## config.mk

```make
export PLATFORM = sky130hd
export DESIGN_NAME = field_classifier_flat
export DESIGN_NICKNAME = d
export VERILOG_FILES = /design/src/rtl/field_pkg.sv /design/src/rtl/field_classifier_if.sv /design/src/rtl/field_label_enc.sv /design/src/rtl/field_classifier.sv /design/src/flat_wrapper.sv
export SDC_FILE = /design/constraint.sdc
export NUM_CORES = 1
export LEC_CHECK = 0
export ABC_CLOCK_PERIOD_IN_PS = 3840
export CORE_MARGIN = 10
export CORE_UTILIZATION = 50
export CTS_CLUSTER_DIAMETER = 50
export DETAILED_ROUTE_END_ITERATION = 8
export GPL_ROUTABILITY_DRIVEN = 0
export PLACE_DENSITY = 0.74
export SLEW_MARGIN = 20
export SYNTH_ARGS = -nofsm -noshare
export SYNTH_HDL_FRONTEND = slang
export SYNTH_SLANG_ARGS = --single-unit
```

## constraint.sdc

```tcl
create_clock -name aclk -period 3.84 [get_ports aclk]
set_input_delay 0.576 -clock aclk [delete_from_list [all_inputs] [get_ports aclk]]
set_output_delay 0.576 -clock aclk [all_outputs]
set_load 0.02 [all_outputs]
```

## src/rtl/field_pkg.sv

```systemverilog
// Shared types and defaults for the field classifier stage.
package field_pkg;

  typedef enum logic [1:0] {
    ST_IDLE     = 2'd0,
    ST_CALIB    = 2'd1,
    ST_CLASSIFY = 2'd2,
    ST_DRAIN    = 2'd3
  } state_e;

  localparam int FIELD_W   = 32;
  localparam int LABEL_W   = 8;
  localparam int LABEL_MIN = 1;

endpackage

```

## src/rtl/field_classifier_if.sv

```systemverilog
// Config, sample and label streams of the field classifier.
interface field_classifier_if
  import field_pkg::*;
#(
  parameter int FIELD_WIDTH = FIELD_W,
  parameter int LABEL_WIDTH = LABEL_W,
  parameter int CNT_WIDTH   = 32
);
  logic [CNT_WIDTH-1:0]   s_cfg_count;
  logic                   s_cfg_valid;
  logic                   s_cfg_ready;
  logic [FIELD_WIDTH-1:0] s_tdata;
  logic                   s_tvalid;
  logic                   s_tready;
  logic [LABEL_WIDTH-1:0] m_tdata;
  logic                   m_tvalid;
  logic                   m_tready;
  logic                   m_tlast;
  logic                   busy;

  modport master (
    output s_cfg_count, s_cfg_valid, s_tdata, s_tvalid, m_tready,
    input  s_cfg_ready, s_tready, m_tdata, m_tvalid, m_tlast, busy
  );

  modport slave (
    input  s_cfg_count, s_cfg_valid, s_tdata, s_tvalid, m_tready,
    output s_cfg_ready, s_tready, m_tdata, m_tvalid, m_tlast, busy
  );
endinterface

```

## src/rtl/field_label_enc.sv

```systemverilog
// First-match priority comparator: smallest i with x <= thr[i] gives LAY_NUM+1-i, else 1.
module field_label_enc
  import field_pkg::*;
#(
  parameter int FIELD_WIDTH = FIELD_W,
  parameter int LAY_NUM     = 2,
  parameter int LABEL_WIDTH = LABEL_W
) (
  input  logic [FIELD_WIDTH-1:0]              x_i,
  input  logic [LAY_NUM-1:0][FIELD_WIDTH-1:0] thr_i,
  output logic [LABEL_WIDTH-1:0]              label_o
);

  // Scan from the top so the lowest matching index wins.
  always_comb begin
    label_o = LABEL_WIDTH'(LABEL_MIN);
    for (int i = LAY_NUM - 1; i >= 0; i--) begin
      if ($signed(x_i) <= $signed(thr_i[i])) begin
        label_o = LABEL_WIDTH'(LAY_NUM + LABEL_MIN - i);
      end
    end
  end

endmodule

```

## src/rtl/field_classifier.sv

```systemverilog
// Frame-based threshold classifier; FIELD_CLASSIFIER_SORT_EN keeps thresholds sorted during CALIB.
//
// state    | meaning
// IDLE     | waiting for a cfg handshake
// CALIB    | first LAY_NUM samples become thresholds
// CLASSIFY | each sample labelled into the output register
// DRAIN    | waiting for the final label to handshake
module field_classifier
  import field_pkg::*;
#(
  parameter int FIELD_WIDTH = FIELD_W,
  parameter int LABEL_WIDTH = LABEL_W,
  parameter int LAY_NUM     = 2,
  parameter int CNT_WIDTH   = 32
) (
  input logic               aclk,
  input logic               aresetn,
  field_classifier_if.slave bus
);

  localparam int IDX_W = $clog2(LAY_NUM + 1);
  localparam logic [IDX_W-1:0] IDX_LAST = IDX_W'(LAY_NUM - 1);

  state_e                              state_q;
  logic [CNT_WIDTH-1:0]                cnt_q;
  logic [CNT_WIDTH-1:0]                samp_q;
  logic [IDX_W-1:0]                    idx_q;
  logic [LAY_NUM-1:0][FIELD_WIDTH-1:0] thr_q;
  logic [LAY_NUM-1:0][FIELD_WIDTH-1:0] thr_d;
  logic [LABEL_WIDTH-1:0]              m_tdata_q;
  logic                                m_tvalid_q;
  logic                                m_tlast_q;
  logic [LABEL_WIDTH-1:0]              label;
  logic                                s_tready;
  logic                                s_acc;
  logic                                m_hs;
  logic                                last_samp;

  always_comb begin
    s_tready = 1'b0;
    case (state_q)
      ST_CALIB:    s_tready = 1'b1;
      ST_CLASSIFY: s_tready = !m_tvalid_q || bus.m_tready;
      default:     s_tready = 1'b0;
    endcase
  end

  assign s_acc     = bus.s_tvalid && s_tready;
  assign m_hs      = m_tvalid_q && bus.m_tready;
  assign last_samp = (samp_q == cnt_q - CNT_WIDTH'(1));

`ifdef FIELD_CLASSIFIER_SORT_EN
  logic                   le_cur;
  logic                   ins_prev;
  logic [FIELD_WIDTH-1:0] thr_prev;

  // Entries [0, idx) are sorted; slot i keeps, takes x, or takes its lower neighbour.
  always_comb begin
    thr_d    = thr_q;
    le_cur   = 1'b0;
    ins_prev = 1'b1;
    thr_prev = '0;
    for (int i = 0; i < LAY_NUM; i++) begin
      le_cur = (IDX_W'(i) < idx_q) && ($signed(thr_q[i]) <= $signed(bus.s_tdata));
      if ((IDX_W'(i) <= idx_q) && !le_cur) begin
        thr_d[i] = ins_prev ? bus.s_tdata : thr_prev;
      end
      ins_prev = le_cur;
      thr_prev = thr_q[i];
    end
  end
`else
  always_comb begin
    thr_d = thr_q;
    for (int i = 0; i < LAY_NUM; i++) begin
      if (IDX_W'(i) == idx_q) thr_d[i] = bus.s_tdata;
    end
  end
`endif

  field_label_enc #(
    .FIELD_WIDTH (FIELD_WIDTH),
    .LAY_NUM     (LAY_NUM),
    .LABEL_WIDTH (LABEL_WIDTH)
  ) u_label_enc (
    .x_i     (bus.s_tdata),
    .thr_i   (thr_q),
    .label_o (label)
  );

  always_ff @(posedge aclk or negedge aresetn) begin
    if (!aresetn) begin
      state_q    <= ST_IDLE;
      cnt_q      <= '0;
      samp_q     <= '0;
      idx_q      <= '0;
      thr_q      <= '0;
      m_tdata_q  <= '0;
      m_tvalid_q <= 1'b0;
      m_tlast_q  <= 1'b0;
    end else begin
      if (m_hs) begin
        m_tvalid_q <= 1'b0;
        m_tlast_q  <= 1'b0;
      end
      case (state_q)
        ST_IDLE: begin
          if (bus.s_cfg_valid) begin
            cnt_q   <= bus.s_cfg_count;
            samp_q  <= '0;
            idx_q   <= '0;
            state_q <= ST_CALIB;
          end
        end
        ST_CALIB: begin
          if (s_acc) begin
            thr_q <= thr_d;
            idx_q <= idx_q + IDX_W'(1);
            if (idx_q == IDX_LAST) begin
              state_q <= (cnt_q == '0) ? ST_IDLE : ST_CLASSIFY;
            end
          end
        end
        ST_CLASSIFY: begin
          // A same-cycle output handshake is overridden by the reload here.
          if (s_acc) begin
            m_tdata_q  <= label;
            m_tvalid_q <= 1'b1;
            m_tlast_q  <= last_samp;
            samp_q     <= samp_q + CNT_WIDTH'(1);
            if (last_samp) state_q <= ST_DRAIN;
          end
        end
        ST_DRAIN: begin
          if (m_hs) state_q <= ST_IDLE;
        end
        default: state_q <= ST_IDLE;
      endcase
    end
  end

  assign bus.s_cfg_ready = (state_q == ST_IDLE);
  assign bus.s_tready    = s_tready;
  assign bus.m_tdata     = m_tdata_q;
  assign bus.m_tvalid    = m_tvalid_q;
  assign bus.m_tlast     = m_tlast_q;
  assign bus.busy        = (state_q != ST_IDLE);

endmodule

```

## src/flat_wrapper.sv

```systemverilog
// flat-port wrapper written by rule: the top's interface ports become plain ports
module field_classifier_flat import field_pkg::*;
#(
  parameter int FIELD_WIDTH = FIELD_W,
  parameter int LABEL_WIDTH = LABEL_W,
  parameter int LAY_NUM     = 2,
  parameter int CNT_WIDTH   = 32
)
  (aclk, aresetn, bus_s_cfg_count, bus_s_cfg_valid, bus_s_tdata, bus_s_tvalid, bus_m_tready, bus_s_cfg_ready, bus_s_tready, bus_m_tdata, bus_m_tvalid, bus_m_tlast, bus_busy);
  field_classifier_if #(.FIELD_WIDTH(FIELD_WIDTH), .LABEL_WIDTH(LABEL_WIDTH), .CNT_WIDTH(CNT_WIDTH)) bus_i ();
  input logic aclk;
  input logic aresetn;
  input wire logic [$bits(bus_i.s_cfg_count)-1:0] bus_s_cfg_count;
  input wire logic [$bits(bus_i.s_cfg_valid)-1:0] bus_s_cfg_valid;
  input wire logic [$bits(bus_i.s_tdata)-1:0] bus_s_tdata;
  input wire logic [$bits(bus_i.s_tvalid)-1:0] bus_s_tvalid;
  input wire logic [$bits(bus_i.m_tready)-1:0] bus_m_tready;
  output wire logic [$bits(bus_i.s_cfg_ready)-1:0] bus_s_cfg_ready;
  output wire logic [$bits(bus_i.s_tready)-1:0] bus_s_tready;
  output wire logic [$bits(bus_i.m_tdata)-1:0] bus_m_tdata;
  output wire logic [$bits(bus_i.m_tvalid)-1:0] bus_m_tvalid;
  output wire logic [$bits(bus_i.m_tlast)-1:0] bus_m_tlast;
  output wire logic [$bits(bus_i.busy)-1:0] bus_busy;
  assign bus_i.s_cfg_count = bus_s_cfg_count;
  assign bus_i.s_cfg_valid = bus_s_cfg_valid;
  assign bus_i.s_tdata = bus_s_tdata;
  assign bus_i.s_tvalid = bus_s_tvalid;
  assign bus_i.m_tready = bus_m_tready;
  assign bus_s_cfg_ready = bus_i.s_cfg_ready;
  assign bus_s_tready = bus_i.s_tready;
  assign bus_m_tdata = bus_i.m_tdata;
  assign bus_m_tvalid = bus_i.m_tvalid;
  assign bus_m_tlast = bus_i.m_tlast;
  assign bus_busy = bus_i.busy;
  field_classifier #(.FIELD_WIDTH(FIELD_WIDTH), .LABEL_WIDTH(LABEL_WIDTH), .LAY_NUM(LAY_NUM), .CNT_WIDTH(CNT_WIDTH)) u_core (.aclk(aclk), .aresetn(aresetn), .bus(bus_i));
endmodule
```

Word-level counts from Yosys, hierarchy flattened
Index checks and enable logic that the tools add are counted.
{"block": "totals", "ramBits": 0, "latchBits": 0, "mem_count": 0, "wordCells": 66, "input_bits": 69, "regBits": 142, "output_inout_bits": 13, "romBits": 0}
{"block": "op_classes", "n_lt_le_gt_ge": 2, "add_sub_neg": 3, "div": 0, "n_bitwise": 0, "shift": 0, "mul": 0, "eq_ne": 12, "reduce_logical": 17, "n_mux": 23}
{"operator": "$le 32x32->1", "count": 2}
{"operator": "$mux 32", "count": 2}
{"operator": "$pmux 32 s2", "count": 1}
{"operator": "$add 32x1->32 const B", "count": 1}
{"operator": "$eq 32x32->1", "count": 1}
{"operator": "$logic_not 32->1", "count": 1}
{"operator": "$sub 32x1->32 const B", "count": 1}
{"operator": "$mux 2", "count": 10}
{"operator": "$reduce_and 3->1", "count": 4}
{"operator": "$ne 2x1->1 const B", "count": 5}
{"operator": "$mux 8", "count": 1}
{"operator": "$pmux 2 s4", "count": 1}
{"operator": "$mux 1", "count": 6}
{"operator": "$reduce_and 6->1", "count": 1}
{"operator": "$reduce_bool 2->1", "count": 3}
{"operator": "$eq 2x1->1 const B", "count": 2}
{"operator": "$eq 2x2->1 const B", "count": 2}
{"operator": "$logic_not 2->1", "count": 2}
{"operator": "$pmux 2 s2", "count": 1}
{"operator": "$reduce_and 2->1", "count": 2}
{"operator": "$add 2x1->2 const B", "count": 1}
{"operator": "$eq 1x2->1 const A", "count": 1}
{"operator": "$logic_and 1x1->1", "count": 2}
{"operator": "$ne 2x2->1 const B", "count": 1}
{"operator": "other kinds (3)", "count": 3}

Depth between registers and ports, before layout
{"block": "logic_depth", "ltp_word": 6, "ltp_mapped": 11, "mapped_depth_nobuf": 10}

Cells and area by module
A second synthesis with hierarchy kept.
{"block": "unflattened", "hier_cells": 857, "area_unflattened_um2": 8864.8}
{"module": "field_classifier", "seq_area_each_um2": 3553.4, "area_per_inst_um2": 7163.1, "cells_each": 625, "instances": 1}
{"module": "field_label_enc", "seq_area_each_um2": 0.0, "area_per_inst_um2": 1701.6, "cells_each": 232, "instances": 1}

Least setup slack after synthesis
Ideal clock, no wire load.
{"block": "synth_timing", "path_kind": "register to register", "from": "register u_core.state_q[0]", "to": "register u_core.samp_q[26]", "t_arrival_ns": 2.559, "path_buffers": 0, "setup_slack_ns": 1.203, "required_ns": 3.762, "synth_period_minus_slack_ns": 2.637, "setup_ns": 0.078, "path_stages_with_launch": 9, "path_cell_list": "dfrtp_1 inv_1 ha_1 o21ai_0 nand2b_1 a2111oi_2 nand4_1 or3_1 a21oi_1"}
{"block": "synth_between", "elab_cells_between_ends": 10, "cone_classes": "eq/ne (4); mux (2); reduce/logical (4)"}
{"item": "from (decl)", "line": "field_classifier.sv:24", "source": "state_e state_q;"}
{"item": "from (signal assigned)", "line": "field_classifier.sv:120", "source": "state_q <= (cnt_q == '0) ? ST_IDLE : ST_CLASSIFY;"}
{"item": "$logic_not 2->1 *"}
{"item": "via bus_s_cfg_ready", "line": "flat_wrapper.sv:18", "source": "output wire logic [$bits(bus_i.s_cfg_ready)-1:0] bus_s_cfg_ready;"}
{"item": "$ne 2x2->1 (no source line) or $reduce_bool 2->1 (tied branches)"}
{"item": "$reduce_and 3->1 (no source line)"}
{"item": "to (signal assigned)", "line": "field_classifier.sv:130", "source": "samp_q <= samp_q + CNT_WIDTH'(1);"}
{"item": "to (decl)", "line": "field_classifier.sv:26", "source": "logic [CNT_WIDTH-1:0] samp_q;"}
The timed path passes the listed nets; every way through them passes the cells marked *.
A chain may end at the register's enable or synchronous reset.

Worst setup path after layout
{"block": "layout_timing", "from": "register u_core.state_q[0]", "to": "register u_core.samp_q[28]"}
{"block": "layout_between", "elab_chain_len": 5, "elab_cells_between_ends": 10, "cone_classes": "eq/ne (4); mux (2); reduce/logical (4)"}
{"item": "$eq 2x2->1 or $eq 2x1->1 (tied branches)", "line": "field_classifier.sv:41, field_classifier.sv:106"}
{"item": "$pmux 1 s2", "line": "field_classifier.sv:41", "source": "case (state_q)"}
{"item": "$logic_and 1x1->1", "line": "field_classifier.sv:48", "source": "assign s_acc = bus.s_tvalid && s_tready;"}
{"item": "$ne 2x1->1 (no source line)"}
{"item": "$reduce_and 3->1 (no source line)"}
Several ways; a longest one is shown, not always the timed one.

==> impl_results.md <==
* Status: finished, final reports clean
* RR Endpoint: u_core.samp_q[28]
* Critical Path RT at 4.14 ns
* Fillcell total at 1455
* Share of cells above drive strength 1 at between 15 and 20%
* Area used by multi-input combinational logic at 0.00480 mm²
* Flop and latch count out of synthesis at around 140
* Max Fclk at 0.304 GHz
* Syn Inst Count at between 800 and 900
* Startpoint types: flip-flop
* Gr usage total at 17.9%
* Initial DRC count at about 320
* Overflow after GRT at 0
* Synth cell types at 64
* Largest delay share family, worst path: simple AND/OR/NAND/NOR gates
* Top Ports at 82
* Hold Vio Cnt, Final at 0
* Drt drc at 0
* Fin crit period at ~3.3 ns
* Slowest cell on the critical path: a2111oi_2
* CP peak stage delay at slightly below 0.7 ns
* Main synth FF type: dfrtp_1
* Via-to-Cell Ratio at 5.65
* Hold crit path type: input port to async pin
* Synth Warn # at 0
* Leak Pwr at 4.44 nW
* Worst Skew at around 0.0074 ns
* Global-route wire length before repair at 33200 µm
* Unrepaired setup endpoints after global routing: false
* Die W at 151 µm
* Pwr/cell area at 651 mW/mm²
* FF+latch area at 0.00340 mm²
* # setup viols final at 0
* Clk sinks at 136
* Std cell rows at 48
* Final #Nets at 1073
* Crit path buf inv count at 1
* Bufs on Longest Clock Path at 2
* Routed length per instance at 16.8 µm
* Final worst slack at between 0.5 and 0.6 ns
* CTS Root Cell: clkbuf_16
* Leading cell type in the layout, fill and taps excluded: dfrtp_1
* Critical path arrival at about 3.6 ns
* Via count at 6606
* Slew at the pin closest to its max-slew limit at 0.790 ns
* Reg2Reg Depth at 9
* Post-Synthesis Cell Area at roughly 0.0086 mm²
* Largest net degree at the start of global routing at 84
* Number of CTS-inserted buffers at 17
* Final Routed Wirelength at 19700 µm
* Core box area at roughly 0.017 mm²
* Crit share post-route at a little under nine tenths
* Initial Util at about half
* Setup TNS at 0 ns
* Clock-pin transition on the worst setup and hold timing paths at 0.06 ns
* Fraction of the yosys area taken by sequential cells at 39.4%
* Relative slew slack at 46.9%
* Detail Route Antenna Nets at 0
* Die area at roughly 0.023 mm²
* Mean area per synthesized cell at 10.1 µm²
* Area delta synth->final at 18.0%
* PortBufs at 75
* Slew Limit Fails at 0
* Diode count at 0
* CTS tree: done
* Reg-to-reg slack, setup at approximately 0.55 ns
* TritonRoute pass-1 iters at 4
* Crit. End Element: flip-flop
* Post-CTS sizing at 0
* Peak supply drop at 0.385 mV
* Setup CP Type: flip-flop to flip-flop
* CP Cell Sequence: inv_1, ha_1, a21o_1, nand3_1, a2111oi_2, nand4_1, nor3_1, xnor2_1, nor2_1
* H-tree depth at 4
* Post-synth ARST share at 100%
* Die Y at 151 µm
* DP HPWL at 14600 µm
* Number of setup buffers added after CTS at 0
* Max-Cap Viols at 0
* Crit path max fanout at 14
* Cts hold-fix bufs at 0
* Reg2reg start: u_core.state_q[0]
* Most frequent cells in the layout: dfrtp_1 (136), mux2_2 (94), inv_1 (81), clkdlybuf4s50_1 (74), ha_1 (73)
* Worst-Skew Late Latency at between 0.4 and 0.5 ns
* Number of synthesized flops with an enable pin at 0
* Vias in the first global route at 6754
* Pre-CTS worst setup slack at about 0.48 ns
* Initial antenna violation count at 0
## cell type report
cell class,instances,share of cell area (%)
Clock buffer,17,4.17
Sequential cell,136,33.4
Multi-Input combinational cell,612,47.1
Timing Repair Buffer,83,8.21
Tap cell,225,2.76
Inverter,81,2.98
Clock inverter,15,1.41
## report_power, final
group          internal, mW  leakage [nW]  switching [mW]
Sequential             1.92          1.78           0.511
Combinational          1.32          2.39            1.31
Clock                 0.902         0.267           0.676
Total                  4.14          4.44            2.50
## flip-flops by register name, summed over array words and instances (netlist names), named ones only
signal,count
u_core.samp_q,32
u_core.idx_q,2
u_core.bus.m_tvalid,1
u_core.bus.m_tdata,2
u_core.bus.m_tlast,1
u_core.thr_q,64
u_core.state_q,1
u_core.cnt_q,32
## Yosys cell counts, types with 4 or more instances
cell type | instances | area share, %
nand2_1 | 37 | 1.6
a211oi_1 | 6 | 0.52
a22o_1 | 5 | 0.51
buf_1 | 4 | 0.17
nor2b_1 | 6 | 0.43
inv_1 | 81 | 3.5
clkbuf_1 | 19 | 0.83
and3_1 | 10 | 0.72
nor4b_1 | 5 | 0.51
nand2b_1 | 8 | 0.58
buf_4 | 6 | 0.52
a21oi_1 | 27 | 1.6
and2_1 | 8 | 0.58
o21a_1 | 8 | 0.70
a2111oi_0 | 4 | 0.41
nand3_1 | 23 | 1.3
mux2_2 | 94 | 12
o211ai_1 | 5 | 0.43
xnor2_1 | 31 | 3.1
ha_1 | 73 | 11
nor4_1 | 20 | 1.4
dfrtp_1 | 136 | 39
nand4_1 | 28 | 2.0
xor2_1 | 28 | 2.8
o2111ai_1 | 4 | 0.41
nor3_1 | 16 | 0.93
a21o_1 | 17 | 1.5
o22ai_1 | 4 | 0.29
nor2_1 | 54 | 2.3
or3_1 | 8 | 0.58
o21ai_0 | 23 | 1.3
and4_1 | 4 | 0.41
## metrics by stage
stage / total power [mW] / util [%] / area [µm²] / std cells / hold slack, ns
global placement: 4.97 / 56.2 / 9620 / 1137 / 0.467
detailed placement: 5.06 / 56.2 / 9620 / 1137 / 0.490
finish: 6.64 / 59.5 / 10200 / 1169 / 0.211
CTS: 6.68 / 59.5 / 10200 / 1169 / 0.247
global route: 7.15 / 59.5 / 10200 / 1169 / 0.275
floorplan: 4.31 / - / 8660 / 860 / 0.280
## worst register-to-register path, stage by stage (launching register included)
cell	delay (ns)
dfrtp_1	0.41
inv_1	0.16
ha_1	0.51
a21o_1	0.21
nand3_1	0.28
a2111oi_2	0.68
nand4_1	0.37
nor3_1	0.33
xnor2_1	0.16
nor2_1	0.05
## worst max-delay path by stage
| stage | start | endpoint | slack (ns) | depth (start not counted) |
|---|---|---|---|---|
| 2_1_floorplan | u_core.state_q[0] | u_core.samp_q[26] | 1.20 | 8 |
| 3_5_place_dp | bus_m_tready | u_core.samp_q[28] | 0.48 | 9 |
| 5_1_grt | u_core.state_q[0] | u_core.samp_q[28] | 0.19 | 9 |
| 6_report | u_core.state_q[0] | u_core.samp_q[28] | 0.55 | 9 |
| 4_1_cts | u_core.state_q[0] | u_core.samp_q[28] | 0.55 | 9 |
| 3_3_place_gp | bus_m_tready | u_core.samp_q[30] | 0.60 | 8 |
## metal layers
layer / wire length [µm] / global-route usage [%]
met1: 8750 / 22.3
met2: 9740 / 30.5
met3: 933 / 4.15
met4: 272 / 4.91
met5: 0 / 0
## cell families (layout without fill, tap and decap cells)
family	after synthesis	in the layout	synth area share [%]
AND/OR/NAND/NOR	253	253	16.1
flip-flops	136	136	39.4
AO/OA/AOI/OAI	124	124	10.0
buffers and inverters	112	196	5.30
multiplexers	97	97	12.6
adder cells (fa/ha/maj)	73	73	10.6
XOR/XNOR	59	59	5.98
other	1	6	0.0434
No activity file was read; power rests on OpenSTA's default activity.
==> edit, RTL diff (same settings) <==
Build with the macro `FIELD_CLASSIFIER_SORT_EN` defined.
--- a/src/rtl/field_classifier.sv
+++ b/src/rtl/field_classifier.sv
@@ -5,6 +5,8 @@
 // CALIB    | first LAY_NUM samples become thresholds
 // CLASSIFY | each sample labelled into the output register
 // DRAIN    | waiting for the final label to handshake
+`define FIELD_CLASSIFIER_SORT_EN
+
 module field_classifier
   import field_pkg::*;
 #(
Behaviour: not the same (a bounded check fails within 10 cycles, from zero or initial values and one cycle with aresetn low).
==> edit against the original RTL <==
  * Core utilization rose by 1.1 points
  * Sequential power shrank 2%
  * Routed wire length rose by 2.5%
  * Synthesized cell count decreased by 0.94%
  * Design area rose by 2.9%
  * Sequential cell count unchanged
  * Worst setup slack lost 150 ps
  * Count of clock-buffer cells in the layout grew 5
  * Fmax is 4.5% lower
  * Power decreased by 0.95%
  * Critical path depth grew 3
  * Combinational power shrank 3%
  * Area after synthesis is 1.8% higher
==> edit: results <==
export IMPL_grt_pass1_wl_mm=33.79
export IMPL_cp_arrival_ps=3750
export IMPL_synth_xor_area_share_pct=6.372
export IMPL_cts_made_buffers=17
export IMPL_synth_common_cells="dfrtp_1, mux2_2, ha_1"
export IMPL_synthMuxAreaShare_pct=16.81
export IMPL_port_buffers=75
export IMPL_num_vias=6701
export IMPL_leakagePower_uw=0.004768
export IMPL_synthAdderAreaFrac_pct=10.38
export IMPL_drt_iter0_drc=405
export IMPL_r2r_slack_ps=430
export IMPL_htree_levels=4
export IMPL_clock_path_buffers=2
export IMPL_first_global_vias=6757
export IMPL_ys_types=69
export IMPL_postCtsSetupBuffers=0
export IMPL_cts_root_buf="clkbuf_16"
export IMPL_num_antenna_cells=0
export IMPL_place_area_um2=9887
export IMPL_hold_class="primary input to asynchronous set/reset pin"
export IMPL_status="complete, no violations"
export IMPL_gr_usage_all_layers_pct=17.22
export IMPL_grt_max_degree=82
export IMPL_drive_above_1_share_pct=20.19
export IMPL_reg2reg_to="u_core.state_q[0]"
export IMPL_dp_hpwl_mm=15.03
export IMPL_cp_top_family="compound AO/OA/AOI/OAI gates"
export IMPL_crit_path_start="bus_s_tdata[13]"
export IMPL_vdd_drop_max_v=0.0004164
export IMPL_yosysSeqAreaShare_pct=38.69
export IMPL_reg2regPathDepth=10
export IMPL_crit_path_max_incr_delay_ps=530
export IMPL_n_fill_cell=1434
export IMPL_synth_compound_area_share_pct=8.519
export IMPL_fin_skew_ps=6.774
export IMPL_r2r_start="u_core.cnt_q[0]"
export IMPL_grt_antenna_before_repair=0
export IMPL_synth_area_leaders="dfrtp_1, mux2_2, ha_1"
export IMPL_area_delta_synth_final_pct=19.23
export IMPL_fin_nets=1075
export IMPL_slowest_stage="clkdlybuf4s50_1"
export IMPL_worstPathMaxFanout=24
export IMPL_whs_ps=219.9
export IMPL_ys_warn_count=0
export IMPL_synthArstFlopShare_pct=100.0
export IMPL_tightest_slew_ps=756.8
export IMPL_wl_per_cell_um=17.24
export IMPL_path_clk_slew_ps=60
## edit: worst max path at each step
stage                                     end  cells after the start  slack, ps
after CTS                   u_core.state_q[0]                     10        400
final                     u_core.thr_prev[25]                     12        400
after global placement    u_core.thr_prev[26]                     12         70
after floorplan           u_core.thr_prev[10]                     11        630
after global routing        u_core.state_q[0]                     10        260
after detailed placement   u_core.thr_prev[3]                     12         20
## edit: kinds of logic after synthesis
| logic type | after synthesis |
|---|---|
| XOR/XNOR | 64 |
| other | 1 |
| AO/OA/AOI/OAI | 115 |
| AND/OR/NAND/NOR | 252 |
| adder cells (fa/ha/maj) | 73 |
| multiplexers | 132 |
| buffers and inverters | 74 |
| flip-flops | 136 |
## edit: routing by layer
layer  up-vias  routed length [µm]  global-route usage (%)
met1      3306                9184                   22.05
met5         -                   0                       0
met4         0                 255                   4.496
met2       141                9840                   28.38
li1       3229                   -                       -
met3        25                 901                   4.177
## edit: final cells by class
type / count / area share [%]
sequential: 136 / 32.45
multi-input combinational: 642 / 48.88
timing repair buffer: 90 / 8.601
clock inverter: 10 / 1.121
inverter: 46 / 1.646
clock buffer: 22 / 4.616
tap: 225 / 2.684
## edit: where the power goes
group	switching, µW	internal (µW)
sequential	512	1860
combinational	1230	1320
clock	628	1030
## edit: metrics by stage
stage / power (µW) / setup slack [ps] / std cells
after floorplan: 4147 / 634.3 / 852
after global placement: 4851 / 71.90 / 1139
final: 6573 / 398.7 / 1171
after global routing: 7029 / 260.6 / 1171
after CTS: 6609 / 402.7 / 1171
after detailed placement: 4926 / 20.38 / 1139
